## src/rtl/ijtag_host_pkg.sv

```systemverilog
// Shared types and constants for the IJTAG scan host.
package ijtag_host_pkg;

    localparam int MAX_LEN      = 64;
    localparam int LEN_W        = $clog2(MAX_LEN + 1);
    localparam int RESET_CYCLES = 4;

    typedef enum logic [2:0] {
        IDLE    = 3'd0,
        NRESET  = 3'd1,
        CAPTURE = 3'd2,
        SHIFT   = 3'd3,
        UPDATE  = 3'd4,
        GAP     = 3'd5,
        RESP    = 3'd6
    } state_t;

    typedef struct packed {
        logic [LEN_W-1:0]   len;
        logic [MAX_LEN-1:0] data;
        logic               skip_capture;
        logic               skip_update;
        logic               net_reset;
    } req_t;

    // State that follows the shift phase (or an empty shift phase).
    function automatic state_t after_shift(input logic skip_update);
        if (!skip_update) begin
            return UPDATE;
        end else begin
            return GAP;
        end
    endfunction

    // State that follows CAPTURE (or acceptance when capture is skipped).
    function automatic state_t after_capture(input logic [LEN_W-1:0] len,
                                             input logic             skip_update);
        if (len != {LEN_W{1'b0}}) begin
            return SHIFT;
        end else begin
            return after_shift(skip_update);
        end
    endfunction

endpackage

```

## src/rtl/ijtag_host_shifter.sv

```systemverilog
// Data path of the scan host: outgoing data, captured response, bit counter,
// si drive and so sampling. The FSM in the top level sequences it.
module ijtag_host_shifter #(
    parameter int MAX_LEN = 64,
    parameter int LEN_W   = 7
) (
    input  logic               i_clk,
    input  logic               i_rst,
    input  logic               i_load,
    input  logic [MAX_LEN-1:0] i_data,
    input  logic [LEN_W-1:0]   i_len,
    input  logic               i_shift,
    input  logic               i_si_next,
    input  logic               i_so,
    output logic               o_si,
    output logic               o_last,
    output logic [MAX_LEN-1:0] o_resp_data
);

    localparam int IDX_W = (MAX_LEN > 1) ? $clog2(MAX_LEN) : 1;

    logic [MAX_LEN-1:0] r_data;
    logic [MAX_LEN-1:0] r_resp;
    logic [LEN_W-1:0]   r_cnt;
    logic               r_si;
    logic               w_last;

    // Last shift cycle once the counter reaches len-1; the counter never wraps.
    assign w_last      = (r_cnt == (i_len - LEN_W'(1)));
    assign o_last      = w_last;
    assign o_si        = r_si;
    assign o_resp_data = r_resp;

    // Load on acceptance, then shift out LSB first and record so per cycle.
    always_ff @(posedge i_clk or posedge i_rst) begin
        if (i_rst) begin
            r_data <= '0;
            r_resp <= '0;
            r_cnt  <= '0;
            r_si   <= 1'b0;
        end else begin
            if (i_load) begin
                r_data <= i_data;
                r_resp <= '0;
                r_cnt  <= '0;
            end else if (i_shift) begin
                r_data                  <= r_data >> 1;
                r_resp[r_cnt[IDX_W-1:0]] <= i_so;
                if (!w_last) begin
                    r_cnt <= r_cnt + LEN_W'(1);
                end
            end
            // si is registered one cycle ahead so it is valid for the whole
            // shift cycle; it is forced low outside SHIFT.
            if (!i_si_next) begin
                r_si <= 1'b0;
            end else if (i_shift) begin
                r_si <= r_data[1];
            end else if (i_load) begin
                r_si <= i_data[0];
            end else begin
                r_si <= r_data[0];
            end
        end
    end

endmodule

```

## src/rtl/ijtag_scan_host.sv

```systemverilog
// IJTAG network initiator: turns one parallel scan request into a
// CAPTURE/SHIFT/UPDATE sequence (or a network reset pulse) and returns
// the bits observed on ijtag_so.
module ijtag_scan_host
    import ijtag_host_pkg::*;
#(
    parameter int MAX_LEN      = ijtag_host_pkg::MAX_LEN,
    parameter int LEN_W        = $clog2(MAX_LEN + 1),
    parameter int RESET_CYCLES = ijtag_host_pkg::RESET_CYCLES
) (
    input  logic               ijtag_tck,
    input  logic               ijtag_reset,
    input  logic               req_valid,
    output logic               req_ready,
    input  logic [LEN_W-1:0]   req_len,
    input  logic [MAX_LEN-1:0] req_data,
    input  logic               req_skip_capture,
    input  logic               req_skip_update,
    input  logic               req_net_reset,
    output logic               resp_valid,
    input  logic               resp_ready,
    output logic [MAX_LEN-1:0] resp_data,
    output logic               resp_err,
    output logic               ijtag_sel,
    output logic               ijtag_ce,
    output logic               ijtag_se,
    output logic               ijtag_ue,
    output logic               ijtag_si,
    input  logic               ijtag_so,
    output logic               ijtag_to_reset
);

    localparam int RC_W = (RESET_CYCLES > 1) ? $clog2(RESET_CYCLES) : 1;

    state_t           r_state;
    state_t           w_next;
    req_t             w_req;
    logic             w_accept;
    logic             w_len_err;
    logic             w_last;
    logic             w_shift;
    logic             w_si_next;
    logic [LEN_W-1:0] r_len;
    logic             r_skip_update;
    logic             r_len_err;
    logic [RC_W-1:0]  r_rst_cnt;
    logic             r_req_ready;
    logic             r_resp_valid;
    logic             r_resp_err;
    logic             r_sel;
    logic             r_ce;
    logic             r_se;
    logic             r_ue;
    logic             r_to_reset;

    assign w_req.len          = req_len;
    assign w_req.data         = req_data;
    assign w_req.skip_capture = req_skip_capture;
    assign w_req.skip_update  = req_skip_update;
    assign w_req.net_reset    = req_net_reset;

    assign w_accept  = req_valid && r_req_ready;
    // Over-length requests are rejected, but a network reset ignores len.
    assign w_len_err = !w_req.net_reset && (w_req.len > LEN_W'(MAX_LEN));
    assign w_shift   = (r_state == SHIFT);
    assign w_si_next = (w_next == SHIFT);

    // Next-state decode of the scan sequence.
    always_comb begin
        w_next = r_state;
        case (r_state)
            IDLE: begin
                if (w_accept) begin
                    if (w_req.net_reset) begin
                        w_next = NRESET;
                    end else if (w_len_err) begin
                        w_next = RESP;
                    end else if (!w_req.skip_capture) begin
                        w_next = CAPTURE;
                    end else begin
                        w_next = after_capture(w_req.len, w_req.skip_update);
                    end
                end else begin
                    w_next = IDLE;
                end
            end
            NRESET: begin
                if (r_rst_cnt == RC_W'(RESET_CYCLES - 1)) begin
                    w_next = GAP;
                end else begin
                    w_next = NRESET;
                end
            end
            CAPTURE: w_next = after_capture(r_len, r_skip_update);
            SHIFT: begin
                if (w_last) begin
                    w_next = after_shift(r_skip_update);
                end else begin
                    w_next = SHIFT;
                end
            end
            UPDATE:  w_next = GAP;
            GAP:     w_next = RESP;
            RESP: begin
                if (resp_ready) begin
                    w_next = IDLE;
                end else begin
                    w_next = RESP;
                end
            end
            default: w_next = IDLE;
        endcase
    end

    // FSM state, request fields and all network/handshake outputs, each
    // registered from the next state so nothing is combinational to a pin.
    always_ff @(posedge ijtag_tck or posedge ijtag_reset) begin
        if (ijtag_reset) begin
            r_state       <= IDLE;
            r_len         <= '0;
            r_skip_update <= 1'b0;
            r_len_err     <= 1'b0;
            r_rst_cnt     <= '0;
            r_req_ready   <= 1'b0;
            r_resp_valid  <= 1'b0;
            r_resp_err    <= 1'b0;
            r_sel         <= 1'b0;
            r_ce          <= 1'b0;
            r_se          <= 1'b0;
            r_ue          <= 1'b0;
            r_to_reset    <= 1'b1;
        end else begin
            r_state      <= w_next;
            r_sel        <= (w_next == CAPTURE) || (w_next == SHIFT) || (w_next == UPDATE);
            r_ce         <= (w_next == CAPTURE);
            r_se         <= (w_next == SHIFT);
            r_ue         <= (w_next == UPDATE);
            r_to_reset   <= (w_next != NRESET);
            r_req_ready  <= (w_next == IDLE);
            r_resp_valid <= (w_next == RESP);
            r_resp_err   <= (w_next == RESP) && (w_accept ? w_len_err : r_len_err);
            if (w_accept) begin
                r_len         <= w_req.len;
                r_skip_update <= w_req.skip_update;
                r_len_err     <= w_len_err;
            end
            if (r_state == NRESET) begin
                r_rst_cnt <= r_rst_cnt + RC_W'(1);
            end else begin
                r_rst_cnt <= '0;
            end
        end
    end

    ijtag_host_shifter #(
        .MAX_LEN (MAX_LEN),
        .LEN_W   (LEN_W)
    ) u_shifter (
        .i_clk       (ijtag_tck),
        .i_rst       (ijtag_reset),
        .i_load      (w_accept),
        .i_data      (w_req.data),
        .i_len       (r_len),
        .i_shift     (w_shift),
        .i_si_next   (w_si_next),
        .i_so        (ijtag_so),
        .o_si        (ijtag_si),
        .o_last      (w_last),
        .o_resp_data (resp_data)
    );

    assign req_ready      = r_req_ready;
    assign resp_valid     = r_resp_valid;
    assign resp_err       = r_resp_err;
    assign ijtag_sel      = r_sel;
    assign ijtag_ce       = r_ce;
    assign ijtag_se       = r_se;
    assign ijtag_ue       = r_ue;
    assign ijtag_to_reset = r_to_reset;

endmodule

```

## config.mk

```make
export PLATFORM = sky130hd
export DESIGN_NAME = ijtag_scan_host
export DESIGN_NICKNAME = d
export VERILOG_FILES = /design/src/rtl/ijtag_host_pkg.sv /design/src/rtl/ijtag_host_shifter.sv /design/src/rtl/ijtag_scan_host.sv
export SDC_FILE = /design/constraint.sdc
export NUM_CORES = 1
export LEC_CHECK = 0
export CAP_MARGIN = 20
export CORE_MARGIN = 1.5
export CORE_UTILIZATION = 52
export DETAILED_ROUTE_END_ITERATION = 12
export PLACE_DENSITY = 0.81
export SETUP_SLACK_MARGIN = 0.5
export SYNTH_ARGS = -nofsm -noshare
export SYNTH_HDL_FRONTEND = slang
export SYNTH_SLANG_ARGS = --single-unit
```

## constraint.sdc

```tcl
create_clock -name ijtag_tck -period 8.1 [get_ports ijtag_tck]
set_input_delay 2.025 -clock ijtag_tck [delete_from_list [all_inputs] [get_ports ijtag_tck]]
set_output_delay 2.025 -clock ijtag_tck [all_outputs]
set_load 0.01 [all_outputs]
```

Yosys cells after proc, flatten, opt, wreduce, memory -nomap -nowiden
Index checks and enable logic that the tools add are counted.
- $add $sub $neg: 3
- magnitude comparators: 3
- equality and inequality tests: 14
- mux-type cells: 27
- reduce and logical (&&, ||, !) cells: 13
- operators with widths (kind ; count):
    64-bit two-way mux ; 4
    64-bit bitwise mux ; 1
    3-bit two-way mux ; 9
    7-bit two-way mux ; 3
    3-bit case mux with 7 select lines ; 1
    3-bit == test, second input constant ; 5
    7-bit nonzero test ; 2
    3-bit by 2-bit == test with 1-bit output, second input constant ; 4
    7-bit by 1-bit adder with 7-bit output, second input constant ; 1
    7-bit == test ; 1
    7-bit > comparator, second input constant ; 1
    6-bit by 7-bit less-than comparator with 1-bit output, second input constant ; 1
    1-bit two-way mux ; 7
    7-bit by 1-bit subtractor with 7-bit output, second input constant ; 1
    1-bit demux with 6-bit select ; 1
    6-bit by 1-bit greater-or-equal comparator with 1-bit output, second input constant ; 1
    3-bit zero test ; 2
    1-bit logical AND ; 4
    3-bit by 1-bit == test with 1-bit output, second input constant ; 1
    3-bit by 1-bit != test with 1-bit output, second input constant ; 1
    2-bit by 1-bit adder with 2-bit output, second input constant ; 1
    2-bit == test, second input constant ; 1
    1-bit logical OR ; 2
    2-bit two-way mux ; 1
    other kinds (4) ; 4
- register bits: 158
- input bits: 79
- output and inout port bits: 73
- logic and storage cells: 77

Depth between registers and ports, before layout
Gate-level depths: netlist (run 1).
- depth after elaboration: 10
- gate-level depth with buffers: 9

Cells and area by module
From an unflattened synthesis (run 1), not the netlist that was laid out.
- cells, all modules: 804
- area, all modules: 7582.3 µm²
- modules (own cells, without submodules) (module ; times used ; cells an instance ; area each (µm²) ; seq. area each (µm²)):
    ijtag_host_shifter ; 1 ; 719 ; 6596.3 ; 3403.3
    ijtag_scan_host ; 1 ; 85 ; 985.9 ; 551.8

Worst setup path before layout (run 1)
OpenSTA, ideal clock, no wires.
- path kind: input to register
- from: input req_len[0]
- to: register r_ue (netlist: ijtag_ue)
- arrival: 3827 ps
- data required time: 8005 ps
- path slack: 4178 ps
- stages on the path: 6
- path buffers: 0
- cells stage by stage: or4_4 or4_4 a221o_1 a21oi_4 inv_4 nor4_4
- cells in the longest elaborated chain, start to end: 8
- elaborated cells between the ends (all ways): 10
- those cells by class: order compare (1); eq/ne (1); mux (6); reduce/logical (2)
- ends and longest elaborated chain (what ; RTL line ; RTL):
    start, declared ; ijtag_scan_host.sv:15 ; input logic [LEN_W-1:0] req_len,
    branches (longest 3 deep; another with 7-bit > comparator) ; - ;
    3-bit two-way mux (*) ; ijtag_scan_host.sv:76 ; end else if (w_len_err) begin
    3-bit two-way mux (*) ; ijtag_scan_host.sv:74 ; if (w_req.net_reset) begin
    3-bit two-way mux (*) ; ijtag_scan_host.sv:73 ; if (w_accept) begin
    3-bit case mux with 7 select lines (*) ; ijtag_scan_host.sv:71 ; case (r_state)
    named net w_next[1] ; ijtag_scan_host.sv:36 ; state_t w_next;
    3-bit == test (*) ; ijtag_scan_host.sv:137 ; r_ue <= (w_next == UPDATE);
    end signal, assigned ; ijtag_scan_host.sv:137 ;
    end, declared ; ijtag_scan_host.sv:53 ; logic r_ue;
Mark *: on every way through the listed nets, which the timed path passes.
A chain may end at the register's enable or synchronous reset.

Worst setup path after layout (run 1)
Same ends and word-level chain as after synthesis.

==> out/metrics.yaml, run 1 <==
sta:
  period_needed_ns: 4.05
  setup_tns_ns: 0
  timing.fmax_mhz: 247
  hold_viol: 0
  fin_crit_sh: 0.500
  worst_slew_pin_slew_ns: 1.09
  setup_violations: 0
  rsz0062_at_grt: "false"
  slew_violations: 0
  slew_headroom: 0.274
  finClkSkew_ns: 0.00772
floorplan:
  dieArea_sq_um: 15100
  core_area_sq_um: 14000
  io_pins: 152
  dieHeight_um: 123
  initial_core_util: 0.535
  row_count: 43
  fp.dieW_um: 123
synth:
  yosysUniqueCellTypes: 49
  ys_warn_count: 0
  syn_inst: 901
  synth_ff_type: "dfrtp_1"
  postSynthAreaPerCell_sq_um: 8.31
  synth_nets: 984
  yosysSeqAreaShare: 0.528
  async_reset_ff_frac: 1.00
  netlist_area_sq_um: 7490
  synth_seq_cells: 158
  synth_largest_area_cell: "dfrtp_1"
  yosysTopAreaCellShare: 0.525
  synth-edff-count: 0
  yosys-top-cells-area: "dfrtp_1 52%, nand2_1 13%, nor2_1 5.4%"
clock_tree:
  htreeDepth: 4
  postCtsSetupRepairBufs: 0
  cts_buffers: 17
  clockBufferDepth: 2
  hold_buffers: 0
  cts_resized: 0
  root_buffer: "clkbuf_16"
  clock_sinks: 158
  clk_latency_ns: 0.42
  clk_pin_slew_ns: 0.06
  cts_tree: "done"
global_routing:
  grt_use_total: 0.250
  grt_max_degree: 117
  met2_usage: 0.391
  overflow: 0
  grt_pass1_vias: 6224
  grt_pass1_wl_mm: 29.8
  grt-busiest-layer: "met2"
  met1_usage: 0.347
  antenna_found_initial: 0
  grt_use_met3: 0.0563
setup_path:
  end_kind: "register"
  cp_num_buf_inv: 2
  ff2ff_path_depth: 8
  cp_common_cell: "or4_4"
  crit_path_top_delay_cell: "or4_4"
  worstSetupStartpointType: "input pin"
  path_class: "input pin to register"
  arrival_ns: 4.38
  reg2reg_from: "r_len[0]$_DFFE_PP0P_"
  crit_required_ns: 8.43
  critical_path.top_delay_family: "simple AND/OR/NAND/NOR gates"
  rrSetupSlack_ns: 5.61
  crit_fanout: 7
  rr_endpoint: "ijtag_ue$_DFF_PP0_"
  critical-path-max-stage-delay_ns: 0.57
  path_cells: "clkdlybuf4s50_1, or4_4, or4_4, a221o_1, a21oi_4, inv_4, nor4_4"
placement:
  gp_congestion: 0.817
  dp_hpwl_mm: 11.2
  port_buffers: 151
  dpl_cell_area_sq_um: 9040
  placedCellCount: 1166
run_status:
  outcome: "finished clean"
hold_path:
  min_path_cells: 1
  min_to: "r_rst_cnt[0]$_DFF_PP0_"
  hp-class: "register to register"
  holdCritStartpoint: "r_rst_cnt[0]$_DFF_PP0_"
layout:
  final_common_cell: "nand2_1"
  area_growth_pct: 28.7
  antenna_cells: 0
  fin_area_sq_um: 9640
  drive_gt1_frac: 0.0570
  fin_cells: 1197
  final_cell_mix: "249 x nand2_1, 157 x dfrtp_1, 150 x clkdlybuf4s50_1"
  fin_nets: 1088
power_and_ir_drop:
  p_leak_uw: 0.00402
  power.density_nw_per_um2: 306
  ir_worst_vdd_mv: 0.174
routing:
  via_count: 6833
  drt_iter0_markers: 654
  post_drt_wl_per_cell_um: 15.1
  ant_nets: 0
  wirelength_mm: 18.1
  viasPerCell: 5.71
  drtPass1Iterations: 5
  drc: 0
flow_run:
  max_cap_violations: 0
[cells in the mapped netlist (5+ instances only)]
cell type,n
nor3_1,8
nor3b_1,5
nand2_1,250
xnor2_1,10
or3_1,5
nor2_1,108
nand3_1,43
a21oi_1,71
dfrtp_1,157
inv_1,6
clkbuf_1,67
a31oi_1,63
o21ai_0,40
[per-stage QoR]
stage | util | setup WS, ns | power, uW | hold WS [ns]
global placement | 0.646 | 3.66 | 2120 | 0.431
floorplan | - | 1.81 | 1880 | 0.415
finish | 0.689 | 4.05 | 2950 | 0.442
detailed placement | 0.646 | 3.62 | 2150 | 0.437
CTS | 0.689 | 4.07 | 2970 | 0.453
global route | 0.689 | 3.97 | 3160 | 0.467
[state kept, by name (all words and copies together), names as in the netlist]
register / flops
ijtag_ce: 1
ijtag_se: 1
ijtag_sel: 1
ijtag_to_reset: 1
ijtag_ue: 1
r_len: 7
r_len_err: 1
r_rst_cnt: 2
r_skip_update: 1
r_state: 3
req_ready: 1
resp_err: 1
resp_valid: 1
u_shifter.o_resp_data: 64
u_shifter.o_si: 1
u_shifter.r_cnt: 7
u_shifter.r_data: 64
[how the worst max path moves through the flow]
stage                      startpoint                       end  cells after the start
after detailed placement   req_len[0]        ijtag_ue$_DFF_PP0_                      7
after global placement     req_len[0]  u_shifter.o_si$_DFF_PP0_                      7
final                      req_len[0]        ijtag_ue$_DFF_PP0_                      7
after global routing       req_len[0]        ijtag_ue$_DFF_PP0_                      7
after CTS                  req_len[0]        ijtag_ue$_DFF_PP0_                      7
after floorplan           ijtag_reset        ijtag_ce$_DFF_PP0_                      1
[cell families (layout without fill, tap and decap cells)]
family | Yosys count | count (layout) | synth area share
XOR/XNOR | 13 | 13 | 0.0152
AO/OA/AOI/OAI | 186 | 186 | 0.142
flip-flops | 158 | 158 | 0.528
multiplexers | 4 | 4 | 0.00535
buffers and inverters | 82 | 198 | 0.0425
AND/OR/NAND/NOR | 454 | 454 | 0.260
adder cells (fa/ha/maj) | 4 | 4 | 0.00669
[metal layers]
layer / wire, um / vias to the layer above
met2: 8560 / 271
met4: 271 / 0
met5: 0 / -
li1: - / 3245
met3: 1150 / 23
met1: 8090 / 3294
[where the power goes]
group	leakage (uW)	internal [uW]	total [uW]	switching, uW
clock network	0.000287	507	811	304
logic	0.00171	398	942	544
registers	0.00202	1030	1200	170
[final cells by class]
type | instances | area, sq um
clock buffer | 25 | 485
clock inverter | 6 | 108
fill | 1106 | 4350
inverter | 7 | 33.8
multi-input combinational | 661 | 3250
sequential | 158 | 3960
tap | 180 | 225
timing repair buffer | 160 | 1570
(Power assumes the default switching activity.)
==> run 2, diff against run 1 <==
CORE_UTILIZATION = 47   (was 52)
PLACE_DENSITY = 0.77   (was 0.81)
clock period = 3.4 ns   (was 8.1 ns; I/O delays follow)
==> out/metrics.yaml, run 2 (same netlist as run 1, synthesis figures left out) <==
run_status:
  outcome: "finished clean"
power_and_ir_drop:
  switchingPower_uw: 2470
  seqPwrFrac: 0.402
  internal_power_uw: 4640
  clkPwrFrac: 0.276
  ir_worst_vdd_mv: 0.462
  p_leak_uw: 0.00405
  comb_power_share: 0.322
  p_sw_frac: 0.347
  power.density_nw_per_um2: 729
setup_path:
  path_cells: "clkdlybuf4s50_1, or4_4, or4_4, a221o_1, a21oi_4, inv_4, nor4_4"
  critical_path.top_delay_family: "simple AND/OR/NAND/NOR gates"
  cp_common_cell: "or4_4"
  arrival_ns: 3.18
  crit_fanout: 3
  path_class: "input pin to register"
  crit_required_ns: 3.74
  critical-path-max-stage-delay_ns: 0.58
  end_kind: "register"
  rrSetupSlack_ns: 0.96
  cp_num_buf_inv: 2
  worstSetupStartpointType: "input pin"
  crit_path_top_delay_cell: "or4_4"
floorplan:
  row_count: 45
  initial_core_util: 0.487
  core_area_sq_um: 15400
  fp.dieW_um: 129
  dieHeight_um: 129
  io_pins: 152
  dieArea_sq_um: 16700
sta:
  finClkSkew_ns: 0.00799
  hold_viol: 0
  worst_slew_pin_slew_ns: 0.882
  period_needed_ns: 2.84
  hold_ws_ns: 0.455
  timing.fmax_mhz: 352
  slew_headroom: 0.407
  rsz0062_at_grt: "true"
  setup_tns_ns: 0
  slew_violations: 0
  fin_crit_sh: 0.835
  setup_violations: 0
routing:
  drt_iter0_markers: 572
  viasPerCell: 5.39
  ant_nets: 0
  post_drt_wl_per_cell_um: 14.6
  via_count: 6642
  wirelength_mm: 17.9
  drtPass1Iterations: 5
  drc: 0
clock_tree:
  clockBufferDepth: 2
  postCtsSetupRepairBufs: 0
  cts_resized: 0
  cts_buffers: 17
  clk_pin_slew_ns: 0.06
  root_buffer: "clkbuf_16"
  hold_buffers: 0
  clock_sinks: 158
  clk_latency_ns: 0.43
  cts_tree: "done"
  htreeDepth: 4
layout:
  drive_gt1_frac: 0.0666
  multi_input_area_sq_um: 3260
  antenna_cells: 0
  fin_area_sq_um: 9760
  area_growth_pct: 30.3
  regArea_sq_um: 3960
  num-fill-cells: 1293
  fin_util: 0.635
  final_common_cell: "nand2_1"
  fin_nets: 1091
  final_cell_mix: "249 x nand2_1, 157 x dfrtp_1, 150 x clkdlybuf4s50_1"
placement:
  dp_hpwl_mm: 11.4
  port_buffers: 151
  dpl_cell_area_sq_um: 9140
  gp_congestion: 0.790
global_routing:
  grt_max_degree: 159
  antenna_found_initial: 0
  grt_pass1_wl_mm: 29.6
  grt_pass1_vias: 5967
  grt_use_total: 0.224
  overflow: 0
flow_run:
  max_cap_violations: 0
hold_path:
  hp-class: "register to register"
-- run 2: per-layer routing --
| layer | up-vias | track usage | part of all wire |
|---|---|---|---|
| li1 | 3239 | - | - |
| met4 | 0 | 0.0740 | 0.012 |
| met2 | 212 | 0.345 | 0.47 |
| met3 | 15 | 0.0623 | 0.067 |
| met1 | 3176 | 0.307 | 0.45 |
| met5 | - | 0 | 0 |
-- run 2: power by group through the flow --
stage          clock network (uW)  registers [uW]  logic (uW)
3_5_place_dp                    0            2880        2280
6_report                     1960            2860        2290
4_1_cts                      1990            2860        2290
5_1_grt                      2070            2940        2570
3_3_place_gp                    0            2870        2210
2_1_floorplan                   0            2740        1750
-- run 2: worst paths after layout --
| path | to | start | depth (start not counted) |
|---|---|---|---|
| min in group asynchronous | resp_err$_DFF_PP0_ | ijtag_reset | 3 |
| max reg2reg | ijtag_ue$_DFF_PP0_ | r_len[0]$_DFFE_PP0P_ | 8 |
| min | r_rst_cnt[0]$_DFF_PP0_ | r_rst_cnt[0]$_DFF_PP0_ | 1 |
| min reg2reg | r_rst_cnt[0]$_DFF_PP0_ | r_rst_cnt[0]$_DFF_PP0_ | 1 |
| max in group asynchronous | u_shifter.r_data[53]$_DFFE_PP0P_ | ijtag_reset | 3 |
| max | ijtag_ue$_DFF_PP0_ | req_len[0] | 7 |
-- run 2: layout make-up --
| cell class | instances | share of cell area |
|---|---|---|
| Sequential cell | 158 | 0.405 |
| Clock inverter | 11 | 0.0142 |
| Timing Repair Buffer | 163 | 0.168 |
| Inverter | 7 | 0.00333 |
| Tap cell | 211 | 0.0271 |
| Multi-Input combinational cell | 661 | 0.334 |
| Clock buffer | 21 | 0.0482 |
-- run 2: stage by stage --
| step | setup WS [ns] | cells | power, uW |
|---|---|---|---|
| floorplan | 0.550 | 901 | 4490 |
| global placement | 0.188 | 1200 | 5080 |
| detailed placement | 0.132 | 1200 | 5160 |
| CTS | 0.566 | 1232 | 7140 |
| global route | 0.493 | 1232 | 7580 |
| finish | 0.561 | 1232 | 7110 |
==> run 3, diff against run 2 <==
CORE_UTILIZATION = 52   (was 47)
PLACE_DENSITY = 0.81   (was 0.77)
clock period = 2.62 ns   (was 3.4 ns; I/O delays follow)
==> out/metrics.yaml, run 3 (same netlist as run 1, synthesis figures left out) <==
routing:
  drc: 0
  drt_iter0_markers: 664
  wirelength_mm: 19.1
  ant_nets: 0
  post_drt_wl_per_cell_um: 15.5
  drtPass1Iterations: 5
  via_count: 6936
  viasPerCell: 5.62
clock_tree:
  cts_buffers: 17
  hold_buffers: 0
  clockBufferDepth: 2
  clk_latency_ns: 0.43
  htreeDepth: 4
  cts_tree: "done"
  clock_sinks: 158
  root_buffer: "clkbuf_16"
  clk_pin_slew_ns: 0.06
placement:
  gp_congestion: 0.857
  dp_hpwl_mm: 11.7
  post-place-ws_ns: -0.439
  dpl_cell_area_sq_um: 9250
  port_buffers: 151
floorplan:
  initial_core_util: 0.535
  core_area_sq_um: 14000
  dieHeight_um: 123
  dieArea_sq_um: 15100
  row_count: 43
  io_pins: 152
  fp.dieW_um: 123
layout:
  drive_gt1_frac: 0.118
  num-fill-cells: 1042
  antenna_cells: 0
  area_growth_pct: 35.3
  fin_nets: 1125
  final_cell_mix: "248 x nand2_1, 154 x dfrtp_1, 143 x clkdlybuf4s50_1"
  final_common_cell: "nand2_1"
  fin_area_sq_um: 10100
sta:
  worst_slew_pin_slew_ns: 0.833
  fin_crit_sh: 0.861
  slew_violations: 0
  rsz0062_at_grt: "true"
  timing.fmax_mhz: 443
  finClkSkew_ns: 0.00599
  slew_headroom: 0.440
  setup_violations: 0
  worst_slack_ns: 0.363
  period_needed_ns: 2.26
  hold_viol: 0
setup_path:
  end_kind: "register"
  critical_path.top_delay_family: "simple AND/OR/NAND/NOR gates"
  reg2reg_from: "r_len[5]$_DFFE_PP0P_"
  path_cells: "buf_6, or4_4, or4_4, a221o_1, a21oi_4, buf_6, mux2i_1"
  critical-path-max-stage-delay_ns: 0.55
  rrSetupSlack_ns: 0.45
  rr_endpoint: "u_shifter.r_cnt[5]$_DFFE_PP0P_"
  crit_fanout: 6
  worstSetupStartpointType: "input pin"
  crit_path_top_delay_cell: "or4_4"
  path_class: "input pin to register"
  crit_required_ns: 2.93
  ff2ff_path_depth: 7
  arrival_ns: 2.57
  cp_num_buf_inv: 2
hold_path:
  min_to: "r_rst_cnt[0]$_DFF_PP0_"
  min_path_cells: 1
  holdCritStartpoint: "r_rst_cnt[0]$_DFF_PP0_"
  hp-class: "register to register"
global_routing:
  grt_pass1_vias: 6444
  overflow: 0
  grt_max_degree: 132
  grt_pass1_wl_mm: 31.1
  grt_use_total: 0.262
  antenna_found_initial: 0
flow_run:
  max_cap_violations: 0
power_and_ir_drop:
  power.density_nw_per_um2: 983
  p_leak_uw: 0.00427
  ir_worst_vdd_mv: 0.563
run_status:
  outcome: "finished clean"
run 3: cell type report:
class,count,area (sq um),share of cell area
Sequential cell,158,3960,0.391
Tap cell,180,225,0.0222
Timing Repair Buffer,197,1910,0.189
Multi-Input combinational cell,661,3340,0.330
Clock buffer,21,470,0.0464
Inverter,7,32.5,0.00321
Clock inverter,11,186,0.0184
run 3: worst max-delay path by stage:
stage	cells after the start	from	slack, ns	endpoint
detailed placement	8	req_len[0]	-0.44	ijtag_ue$_DFF_PP0_
floorplan	1	ijtag_reset	-0.04	ijtag_ce$_DFF_PP0_
finish	7	req_len[3]	0.36	ijtag_sel$_DFF_PP0_
CTS	7	req_len[3]	0.29	ijtag_ue$_DFF_PP0_
global route	8	r_len[3]$_DFFE_PP0P_	0.30	u_shifter.r_cnt[5]$_DFFE_PP0P_
global placement	7	req_len[0]	-0.35	ijtag_ue$_DFF_PP0_
run 3: metrics by stage:
stage	power, uW	cells	TNS [ns]	util	hold slack [ns]
final	9960	1235	0	0.724	0.444
after global routing	10500	1235	0	0.724	0.457
after global placement	6740	1184	-3.14	0.661	0.433
after CTS	9840	1231	0	0.719	0.447
after detailed placement	6850	1184	-3.79	0.661	0.439
after floorplan	5860	901	-5.50	-	0.415
run 3: layer usage:
metal	share of wire	global-route usage
met3	0.056	0.0558
met4	0.015	0.0941
met5	0	0
met1	0.44	0.360
met2	0.49	0.415
run 3: timing repair:
action | in CTS | in global routing
setup buffers | 15 | 4
gates cloned | 0 | 0
setup endpoints to repair | 36 | 93
pin swaps | 11 | 8
gates resized for setup | 32 | 11
run 3: power breakdown:
group	switching, uW	internal [uW]	total, uW	leakage [uW]
Clock	972	1760	2730	0.000323
Sequential	524	3190	3710	0.00202
Combinational	1940	1580	3510	0.00193
